==> config.mk <==
export PLATFORM = sky130hd
export DESIGN_NAME = multicycle_ctrl_flat
export DESIGN_NICKNAME = d
export VERILOG_FILES = /design/src/rtl/multicycle_ctrl_if.sv /design/src/rtl/multicycle_ctrl.sv /design/src/flat_wrapper.sv
export SDC_FILE = /design/constraint.sdc
export NUM_CORES = 1
export LEC_CHECK = 0
export ABC_AREA = 1
export ABC_CLOCK_PERIOD_IN_PS = 1700
export CAP_MARGIN = 10
export CORE_UTILIZATION = 40
export DETAILED_ROUTE_END_ITERATION = 8
export GPL_TIMING_DRIVEN = 0
export PLACE_DENSITY = 0.69
export SLEW_MARGIN = 20
export SYNTH_ARGS = -nofsm -noshare
export SYNTH_HDL_FRONTEND = slang
export SYNTH_SLANG_ARGS = --single-unit
==> constraint.sdc <==
create_clock -name clk -period 1.7 [get_ports clk]
set_input_delay 0.34 -clock clk [delete_from_list [all_inputs] [get_ports clk]]
set_output_delay 0.34 -clock clk [all_outputs]
set_load 0.05 [all_outputs]
==> src/rtl/multicycle_ctrl_if.sv <==
// Handshake and control bundle between the multi-cycle controller (master)
// and the datapath / memory side (slave).
interface multicycle_ctrl_if #(
   parameter int unsigned CNT_W = 32
);
   logic             run;
   logic [5:0]       op;
   logic [5:0]       func;
   logic             zero;
   logic             imem_ack;
   logic             dmem_ack;
   logic             imem_req;
   logic             dmem_req;
   logic             dmem_we;
   logic             ir_write;
   logic             pc_write;
   logic [1:0]       pc_sel;
   logic             reg_write;
   logic             reg_dst;
   logic             mem_to_reg;
   logic             busy;
   logic             trap;
   logic [1:0]       trap_code;
   logic [CNT_W-1:0] instr_count;

   modport master (
      input  run, op, func, zero, imem_ack, dmem_ack,
      output imem_req, dmem_req, dmem_we, ir_write, pc_write, pc_sel,
             reg_write, reg_dst, mem_to_reg, busy, trap, trap_code, instr_count
   );

   modport slave (
      output run, op, func, zero, imem_ack, dmem_ack,
      input  imem_req, dmem_req, dmem_we, ir_write, pc_write, pc_sel,
             reg_write, reg_dst, mem_to_reg, busy, trap, trap_code, instr_count
   );
endinterface

==> src/rtl/multicycle_ctrl.sv <==
// Multi-cycle control FSM (IF/ID/EX/MEM/WB) with imem/dmem req/ack handshakes,
// a per-request watchdog, a retired-instruction counter and a sticky trap.
module multicycle_ctrl #(
   parameter int unsigned TIMEOUT = 16,
   parameter int unsigned CNT_W   = 32
) (
   input  logic clk,
   input  logic rst_n,
   multicycle_ctrl_if.master bus
);
   localparam int unsigned WAIT_W = (TIMEOUT > 2) ? $clog2(TIMEOUT) : 1;
   localparam logic [WAIT_W-1:0] WAIT_LAST = WAIT_W'(TIMEOUT - 1);

   typedef enum logic [2:0] {
      S_IDLE, S_IF, S_ID, S_EX, S_MEM, S_WB, S_TRAP
   } state_e;

   state_e            state_q, state_d;
   logic [WAIT_W-1:0] wait_q, wait_d;
   logic [CNT_W-1:0]  cnt_q, cnt_d;
   logic [1:0]        code_q, code_d;

   logic is_r, is_jr, is_ialu, is_lw, is_sw, is_beq, is_j;
   logic imem_req, dmem_req, dmem_we, ir_write, pc_write;
   logic reg_write, reg_dst, mem_to_reg, retire;
   logic [1:0] pc_sel;

   assign is_r    = (bus.op == 6'h00) && (bus.func != 6'h08);
   assign is_jr   = (bus.op == 6'h00) && (bus.func == 6'h08);
   assign is_ialu = (bus.op == 6'h08) || (bus.op == 6'h0C) ||
                    (bus.op == 6'h0D) || (bus.op == 6'h0F);
   assign is_lw   = (bus.op == 6'h23);
   assign is_sw   = (bus.op == 6'h2B);
   assign is_beq  = (bus.op == 6'h04);
   assign is_j    = (bus.op == 6'h02);

   always_ff @(posedge clk or negedge rst_n) begin
      if (!rst_n) begin
         state_q <= S_IDLE;
         wait_q  <= '0;
         cnt_q   <= '0;
         code_q  <= '0;
      end else begin
         state_q <= state_d;
         wait_q  <= wait_d;
         cnt_q   <= cnt_d;
         code_q  <= code_d;
      end
   end

   always_comb begin
      state_d    = state_q;
      wait_d     = wait_q;
      cnt_d      = cnt_q;
      code_d     = code_q;
      imem_req   = 1'b0;
      dmem_req   = 1'b0;
      dmem_we    = 1'b0;
      ir_write   = 1'b0;
      pc_write   = 1'b0;
      pc_sel     = 2'b00;
      reg_write  = 1'b0;
      reg_dst    = 1'b0;
      mem_to_reg = 1'b0;
      retire     = 1'b0;
      unique case (state_q)
         S_IDLE: if (bus.run) state_d = S_IF;
         S_IF: begin
            imem_req = 1'b1;
            if (bus.imem_ack) begin
               ir_write = 1'b1;
               pc_write = 1'b1;
               state_d  = S_ID;
            end else if (wait_q == WAIT_LAST) begin
               state_d = S_TRAP;
               code_d  = 2'b10;
            end
         end
         S_ID: state_d = S_EX;
         S_EX: begin
            if (is_beq) begin
               pc_sel   = 2'b01;
               pc_write = bus.zero;
               retire   = 1'b1;
            end else if (is_jr) begin
               pc_sel   = 2'b10;
               pc_write = 1'b1;
               retire   = 1'b1;
            end else if (is_j) begin
               pc_sel   = 2'b11;
               pc_write = 1'b1;
               retire   = 1'b1;
            end else if (is_lw || is_sw) begin
               state_d = S_MEM;
            end else if (is_r || is_ialu) begin
               state_d = S_WB;
            end else begin
               state_d = S_TRAP;
               code_d  = 2'b01;
            end
         end
         S_MEM: begin
            dmem_req = 1'b1;
            dmem_we  = is_sw;
            if (bus.dmem_ack) begin
               if (is_sw) retire  = 1'b1;
               else       state_d = S_WB;
            end else if (wait_q == WAIT_LAST) begin
               state_d = S_TRAP;
               code_d  = 2'b11;
            end
         end
         S_WB: begin
            reg_write  = 1'b1;
            reg_dst    = is_r;
            mem_to_reg = is_lw;
            retire     = 1'b1;
         end
         S_TRAP: state_d = S_TRAP;
         default: state_d = S_IDLE;
      endcase

      // run is only looked at here, at the instruction boundary
      if (retire) begin
         cnt_d   = cnt_q + CNT_W'(1);
         state_d = bus.run ? S_IF : S_IDLE;
      end

      // Any state change is an entry into IF/MEM or leaves the wait entirely
      if (state_d != state_q)
         wait_d = '0;
      else if ((imem_req && !bus.imem_ack) || (dmem_req && !bus.dmem_ack))
         wait_d = wait_q + WAIT_W'(1);
   end

   assign bus.imem_req    = imem_req;
   assign bus.dmem_req    = dmem_req;
   assign bus.dmem_we     = dmem_we;
   assign bus.ir_write    = ir_write;
   assign bus.pc_write    = pc_write;
   assign bus.pc_sel      = pc_sel;
   assign bus.reg_write   = reg_write;
   assign bus.reg_dst     = reg_dst;
   assign bus.mem_to_reg  = mem_to_reg;
   assign bus.busy        = (state_q != S_IDLE) && (state_q != S_TRAP);
   assign bus.trap        = (state_q == S_TRAP);
   assign bus.trap_code   = code_q;
   assign bus.instr_count = cnt_q;
endmodule

==> src/flat_wrapper.sv <==
// flat-port wrapper written by rule: the top's interface ports become plain ports
module multicycle_ctrl_flat 
#(
   parameter int unsigned TIMEOUT = 16,
   parameter int unsigned CNT_W   = 32
)
  (clk, rst_n, bus_run, bus_op, bus_func, bus_zero, bus_imem_ack, bus_dmem_ack, bus_imem_req, bus_dmem_req, bus_dmem_we, bus_ir_write, bus_pc_write, bus_pc_sel, bus_reg_write, bus_reg_dst, bus_mem_to_reg, bus_busy, bus_trap, bus_trap_code, bus_instr_count);
  multicycle_ctrl_if #(.CNT_W(CNT_W)) bus_i ();
  input  logic clk;
  input  logic rst_n;
  input wire logic [$bits(bus_i.run)-1:0] bus_run;
  input wire logic [$bits(bus_i.op)-1:0] bus_op;
  input wire logic [$bits(bus_i.func)-1:0] bus_func;
  input wire logic [$bits(bus_i.zero)-1:0] bus_zero;
  input wire logic [$bits(bus_i.imem_ack)-1:0] bus_imem_ack;
  input wire logic [$bits(bus_i.dmem_ack)-1:0] bus_dmem_ack;
  output wire logic [$bits(bus_i.imem_req)-1:0] bus_imem_req;
  output wire logic [$bits(bus_i.dmem_req)-1:0] bus_dmem_req;
  output wire logic [$bits(bus_i.dmem_we)-1:0] bus_dmem_we;
  output wire logic [$bits(bus_i.ir_write)-1:0] bus_ir_write;
  output wire logic [$bits(bus_i.pc_write)-1:0] bus_pc_write;
  output wire logic [$bits(bus_i.pc_sel)-1:0] bus_pc_sel;
  output wire logic [$bits(bus_i.reg_write)-1:0] bus_reg_write;
  output wire logic [$bits(bus_i.reg_dst)-1:0] bus_reg_dst;
  output wire logic [$bits(bus_i.mem_to_reg)-1:0] bus_mem_to_reg;
  output wire logic [$bits(bus_i.busy)-1:0] bus_busy;
  output wire logic [$bits(bus_i.trap)-1:0] bus_trap;
  output wire logic [$bits(bus_i.trap_code)-1:0] bus_trap_code;
  output wire logic [$bits(bus_i.instr_count)-1:0] bus_instr_count;
  assign bus_i.run = bus_run;
  assign bus_i.op = bus_op;
  assign bus_i.func = bus_func;
  assign bus_i.zero = bus_zero;
  assign bus_i.imem_ack = bus_imem_ack;
  assign bus_i.dmem_ack = bus_dmem_ack;
  assign bus_imem_req = bus_i.imem_req;
  assign bus_dmem_req = bus_i.dmem_req;
  assign bus_dmem_we = bus_i.dmem_we;
  assign bus_ir_write = bus_i.ir_write;
  assign bus_pc_write = bus_i.pc_write;
  assign bus_pc_sel = bus_i.pc_sel;
  assign bus_reg_write = bus_i.reg_write;
  assign bus_reg_dst = bus_i.reg_dst;
  assign bus_mem_to_reg = bus_i.mem_to_reg;
  assign bus_busy = bus_i.busy;
  assign bus_trap = bus_i.trap;
  assign bus_trap_code = bus_i.trap_code;
  assign bus_instr_count = bus_i.instr_count;
  multicycle_ctrl #(.TIMEOUT(TIMEOUT), .CNT_W(CNT_W)) u_core (.clk(clk), .rst_n(rst_n), .bus(bus_i));
endmodule
Word-level counts from Yosys, hierarchy flattened

Index checks and enable logic that the tools add are counted.

Flip-flop bits (word level): 41
Input bits: 18
Output and inout port bits: 46
Word-level logic and storage cells: 98

Add/sub/neg operators: 2
Eq/ne operators: 28
Mux-type cells: 45
Reduce and logical (&&, ||, !) cells: 19

Operator list:

| kind                  | count |
|---|---|
| $add 32x1->32 const B | 1 |
| $eq 6x4->1 const B    | 5 |
| $mux 3                | 10 |
| $mux 2                | 14 |
| $pmux 3 s7            | 1 |
| $mux 1                | 15 |
| $ne 2x2->1 const B    | 7 |
| $eq 6x6->1 const B    | 2 |
| $reduce_and 10->1     | 1 |
| $eq 3x3->1 const B    | 3 |
| $mux 4                | 2 |
| $eq 3x2->1 const B    | 2 |
| $eq 6x2->1 const B    | 1 |
| $eq 6x3->1 const B    | 1 |
| $logic_not 6->1       | 1 |
| $logic_or 1x1->1      | 6 |
| $ne 6x4->1 const B    | 1 |
| $pmux 2 s3            | 1 |
| $reduce_bool 3->1     | 2 |
| $logic_and 1x1->1     | 5 |
| $add 4x1->4 const B   | 1 |
| $eq 4x4->1 const B    | 1 |
| $ne 2x1->1 const B    | 2 |
| $eq 3x1->1 const B    | 1 |
| 7 further kinds       | 8 |

Logic depth before layout (Yosys ltp)

Depth after elaboration: 14
Depth in mapped cells: 14
Gate-level depth less buffers: 14

Worst setup path after synthesis

No wires, ideal clock.

Path kind: register to output
Start: reg u_core.state_q[1]
End: out bus_pc_sel[0]
Data arrival time: 1.858 ns
Data required time: 1.360 ns
Path slack: -0.498 ns
Stages on the path, launching flop included: 5
Buffers on the path: 0
Path through: dfrtp_1 -> nand2_2 -> nor2_4 -> inv_1 -> o21ai_0

Longest elaborated chain between the ends: 2

RTL lines:

| what                     | line                  | text |
|---|---|---|
| start: declaration       | multicycle_ctrl.sv:18 | `state_e state_q, state_d;` |
| start signal: assignment | multicycle_ctrl.sv:44 | `state_q <= state_d;` |
| $eq 3x2->1               | multicycle_ctrl.sv:66 | `unique case (state_q)` |
| $mux 2                   | multicycle_ctrl.sv:66 |  |
| end: declaration         | flat_wrapper.sv:22    | `output wire logic [$bits(bus_i.pc_sel)-1:0] bus_pc_sel;` |

No other way between the ends.

Worst setup path in the final report

Start: reg u_core.state_q[1]
End: out bus_pc_write

Longest elaborated chain between the ends: 2
Elaborated cells between the ends (all ways): 3
Those cells by class: eq/ne: 2; mux: 1

RTL lines:

| what                                            | line                  | text |
|---|---|---|
| $eq 3x2->1 / $eq 3x1->1 (equally long branches) | multicycle_ctrl.sv:66 |  |
| $pmux 1 s2 *                                    | multicycle_ctrl.sv:66 |  |
| end: declaration                                | flat_wrapper.sv:21    | `output wire logic [$bits(bus_i.pc_write)-1:0] bus_pc_write;` |

Mark *: on every way between the ends. The rest lies on a longest branch, timed or not.

==> results.py <==
metrics = {
    "placement": {
        "placed_cell_area_um2": 3570,
        "dp_cells": 531,
        "place_ws_ns": -0.917,
        "place_congestion": 0.927,
        "place_hpwl_um": 5450,
        "numPortBuffers": 63,
    },
    "route": {
        "drc": 0,
        "antenna_left": 0,
        "avgViaCountPerCell": 5.51,
        "via_count": 3256,
        "met3WireLength_um": 557,
        "routedWlPerCell_um": 16.4,
        "drtIter0Drc": 215,
        "dr.max_layer_used": "met4",
        "dr.pass1.iters": 5,
        "dr_wl_met2_um": 4940,
        "routed_wl_um": 9710,
        "drt-met1-wl_um": 3750,
    },
    "logic_synthesis": {
        "syn_avg_cell_area_um2": 7.18,
        "syn-num-nets": 407,
        "yosys.area.top_type": "dfrtp_1",
        "synth_cell_types": 31,
        "synthTopCellsByArea": "dfrtp_1 37%, nand2_1 14%, xor2_1 7.3%",
        "yosys_warnings": 0,
        "syn_inst": 387,
        "ys_ff_latch": 41,
        "synth_area_um2": 2780,
        "synth_top_cell_area_share_pct": 36.9,
        "ys_seq_area_share_pct": 36.9,
    },
    "cts": {
        "cts_buffer_depth": 2,
        "htreeDepth": 2,
        "cts_root_buffer": "clkbuf_8",
        "cts_buffers": 5,
        "clk_latency_ns": 0.30,
        "cts_sinks": 41,
        "clk_pin_slew_ns": 0.08,
        "cts_tree": "built",
    },
    "run_status": {
        "violations": "setup timing",
        "status": "complete, but fails checks",
    },
    "cells_and_area": {
        "fill_cells": 508,
        "design_area_um2": 4620,
        "antenna_cells": 0,
        "multi_input_area_um2": 1940,
        "layout-drive-gt1-share_pct": 39.7,
        "synthToLayoutAreaGrowth_pct": 66.5,
        "final-seq-area_um2": 1040,
        "stdcell_count": 591,
        "nets": 530,
    },
    "global_routing": {
        "grt.total_usage_pct": 23.7,
        "antenna_found_initial": 0,
        "first_global_vias": 2925,
        "grt_start_max_net_pins": 22,
        "grt-ovfl-total": 0,
        "grt_pass1_wl_um": 13600,
    },
    "die": {
        "fp-row-count": 30,
        "fp.dieH_um": 85.3,
        "die_w_um": 85.3,
        "ioPinCount": 64,
        "fp.dieArea_um2": 7280,
        "start_util_pct": 41.1,
        "placeableCoreArea_um2": 6760,
    },
    "power_and_ir_drop": {
        "pwr-share-comb_pct": 66.9,
        "clock_power_share_pct": 11.6,
        "power_mw": 7.21,
        "p_sw_share_pct": 50.2,
        "max-vdd-ir-drop_v": 0.00109,
        "seqPwrFrac_pct": 21.5,
        "p_int_mw": 3.59,
        "p_leak_nw": 2.24,
        "power_switching_mw": 3.62,
        "powerDensity_nw_per_um2": 1560,
    },
    "sta": {
        "tns_ns": -3.36,
        "skew_ns": 0.00660,
        "rsz0062_at_grt": "yes",
        "final.period_utilization_pct": 111,
        "max_slew_margin_pct": 63.7,
        "setup_violations": 42,
        "period_needed_ns": 1.89,
        "final-max-slew-violation-count": 0,
        "hold_violations": 0,
        "max_freq_mhz": 528,
        "worstMarginPinSlew_ns": 0.544,
        "final.setup.worst_slack_ns": -0.194,
    },
    "worst_setup_path": {
        "crit_chain": "nand2_4, nor2_4, inv_2, nor2_2, nand2_1, nand3_2, buf_8",
        "cp-start-kind": "register",
        "r2r_end": "u_core.wait_q[2]",
        "ff2ff_path_depth": 12,
        "regToRegSetupSlack_ns": -0.16,
        "path_max_fanout": 5,
        "required_ns": 1.36,
        "critPathArrivalTime_ns": 1.55,
        "r2r_start": "u_core.state_q[2]",
        "crit_path_end_kind": "primary output",
        "cpMaxStageDelayCell": "dfrtp_2",
        "slowest_delay_ns": 0.48,
        "criticalPathCategory": "reg2out",
    },
    "worst_hold_path": {
        "hold_class": "in2async",
    },
    "run": {
        "cap_violations": 0,
    },
}
[cells by family (layout without fill, tap and decap cells)]
family,count (synthesis),count (layout),share of synthesized area [%]
flip-flops,41,41,36.9
AND/OR/NAND/NOR,229,229,38.6
AO/OA/AOI/OAI,25,25,4.50
buffers and inverters,60,184,9.50
adder cells (fa/ha/maj),2,2,0.901
multiplexers,1,1,0.360
XOR/XNOR,29,29,9.14
[registers in the layout, summed over array words and instances, names as in the netlist]
signal,count
u_core.bus.trap_code,2
u_core.wait_q,4
u_core.bus.instr_count,32
u_core.state_q,3
[layout by cell type (no fill, tap or decap), drive strengths merged, types with 2 or more instances in the layout]
cell type,n
dfrtp,41
clkbuf,9
nand4,15
a21oi,5
nor4,5
ha,2
o21ai,20
clkdlybuf4s15,4
xor2,23
buf,71
nor2,59
xnor2,6
nor3,19
inv,52
nand3,23
clkdlybuf4s50,4
dlygate4sd2,41
nand2,106
[power groups by stage]
stage / clock, mW / combinational, mW / sequential, mW
after global placement: 0 / 3.23 / 1.54
after floorplan: 0 / 1.59 / 2.26
after global routing: 0.876 / 5.08 / 1.57
after detailed placement: 0 / 3.26 / 1.55
after CTS: 0.848 / 3.80 / 1.52
final: 0.838 / 4.82 / 1.55
[cell type report]
| class | instances | area share [%] |
|---|---|---|
| Multi-Input combinational cell | 286 | 42.0 |
| Clock buffer | 7 | 1.87 |
| Tap cell | 80 | 2.16 |
| Sequential cell | 41 | 22.5 |
| Clock inverter | 1 | 0.649 |
| Timing Repair Buffer | 116 | 24.3 |
| Buffer | 6 | 1.89 |
| Inverter | 54 | 4.68 |
[timing repair]
| action | in CTS | in global routing |
|---|---|---|
| pin swaps | 25 | 43 |
| cloned | 3 | 1 |
| gates resized for setup | 163 | 116 |
| hold buffers | 0 | 0 |
| setup buffers | 25 | 24 |
| setup endpoints to repair | 83 | 49 |
[cells in the mapped netlist, drive strengths merged]
| library cell | n |
|---|---|
| a21oi | 5 |
| and3 | 1 |
| buf | 6 |
| clkinv | 1 |
| dfrtp | 41 |
| ha | 2 |
| inv | 53 |
| mux2i | 1 |
| nand2 | 106 |
| nand3 | 23 |
| nand4 | 15 |
| nor2 | 59 |
| nor3 | 19 |
| nor4 | 5 |
| o21ai | 20 |
| or2 | 1 |
| xnor2 | 6 |
| xor2 | 23 |
[metrics by stage]
| step | util, % | hold slack, ns |
|---|---|---|
| 2_1_floorplan | - | 0.0444 |
| 3_3_place_gp | 52.5 | 0.468 |
| 3_5_place_dp | 52.8 | 0.353 |
| 4_1_cts | 60.0 | 0.0344 |
| 5_1_grt | 68.4 | 0.0602 |
| 6_report | 68.4 | 0.0192 |
[layer usage]
| metal | vias up | track usage [%] |
|---|---|---|
| met5 | - | 0 |
| met4 | 0 | 10.9 |
| met3 | 54 | 3.40 |
| met2 | 168 | 41.4 |
| met1 | 1547 | 28.9 |
| li1 | 1487 | - |
[how the worst max path moves through the flow]
stage / start / cells past startpoint / to
after floorplan: u_core.state_q[1] / 4 / bus_pc_sel[0]
after global placement: rst_n / 1 / u_core.bus.instr_count[1]
after detailed placement: bus_op[5] / 9 / bus_pc_write
after CTS: u_core.state_q[0] / 8 / bus_pc_write
after global routing: u_core.state_q[0] / 6 / bus_pc_sel[0]
final: u_core.state_q[1] / 7 / bus_pc_write
[critical path: cells and delay by family (launching register included)]
kind | cells | cell delay [ns]
buf+inv | 2 | 0.22
flops | 1 | 0.48
simple gates | 5 | 0.55
(Power assumes the default switching activity.)
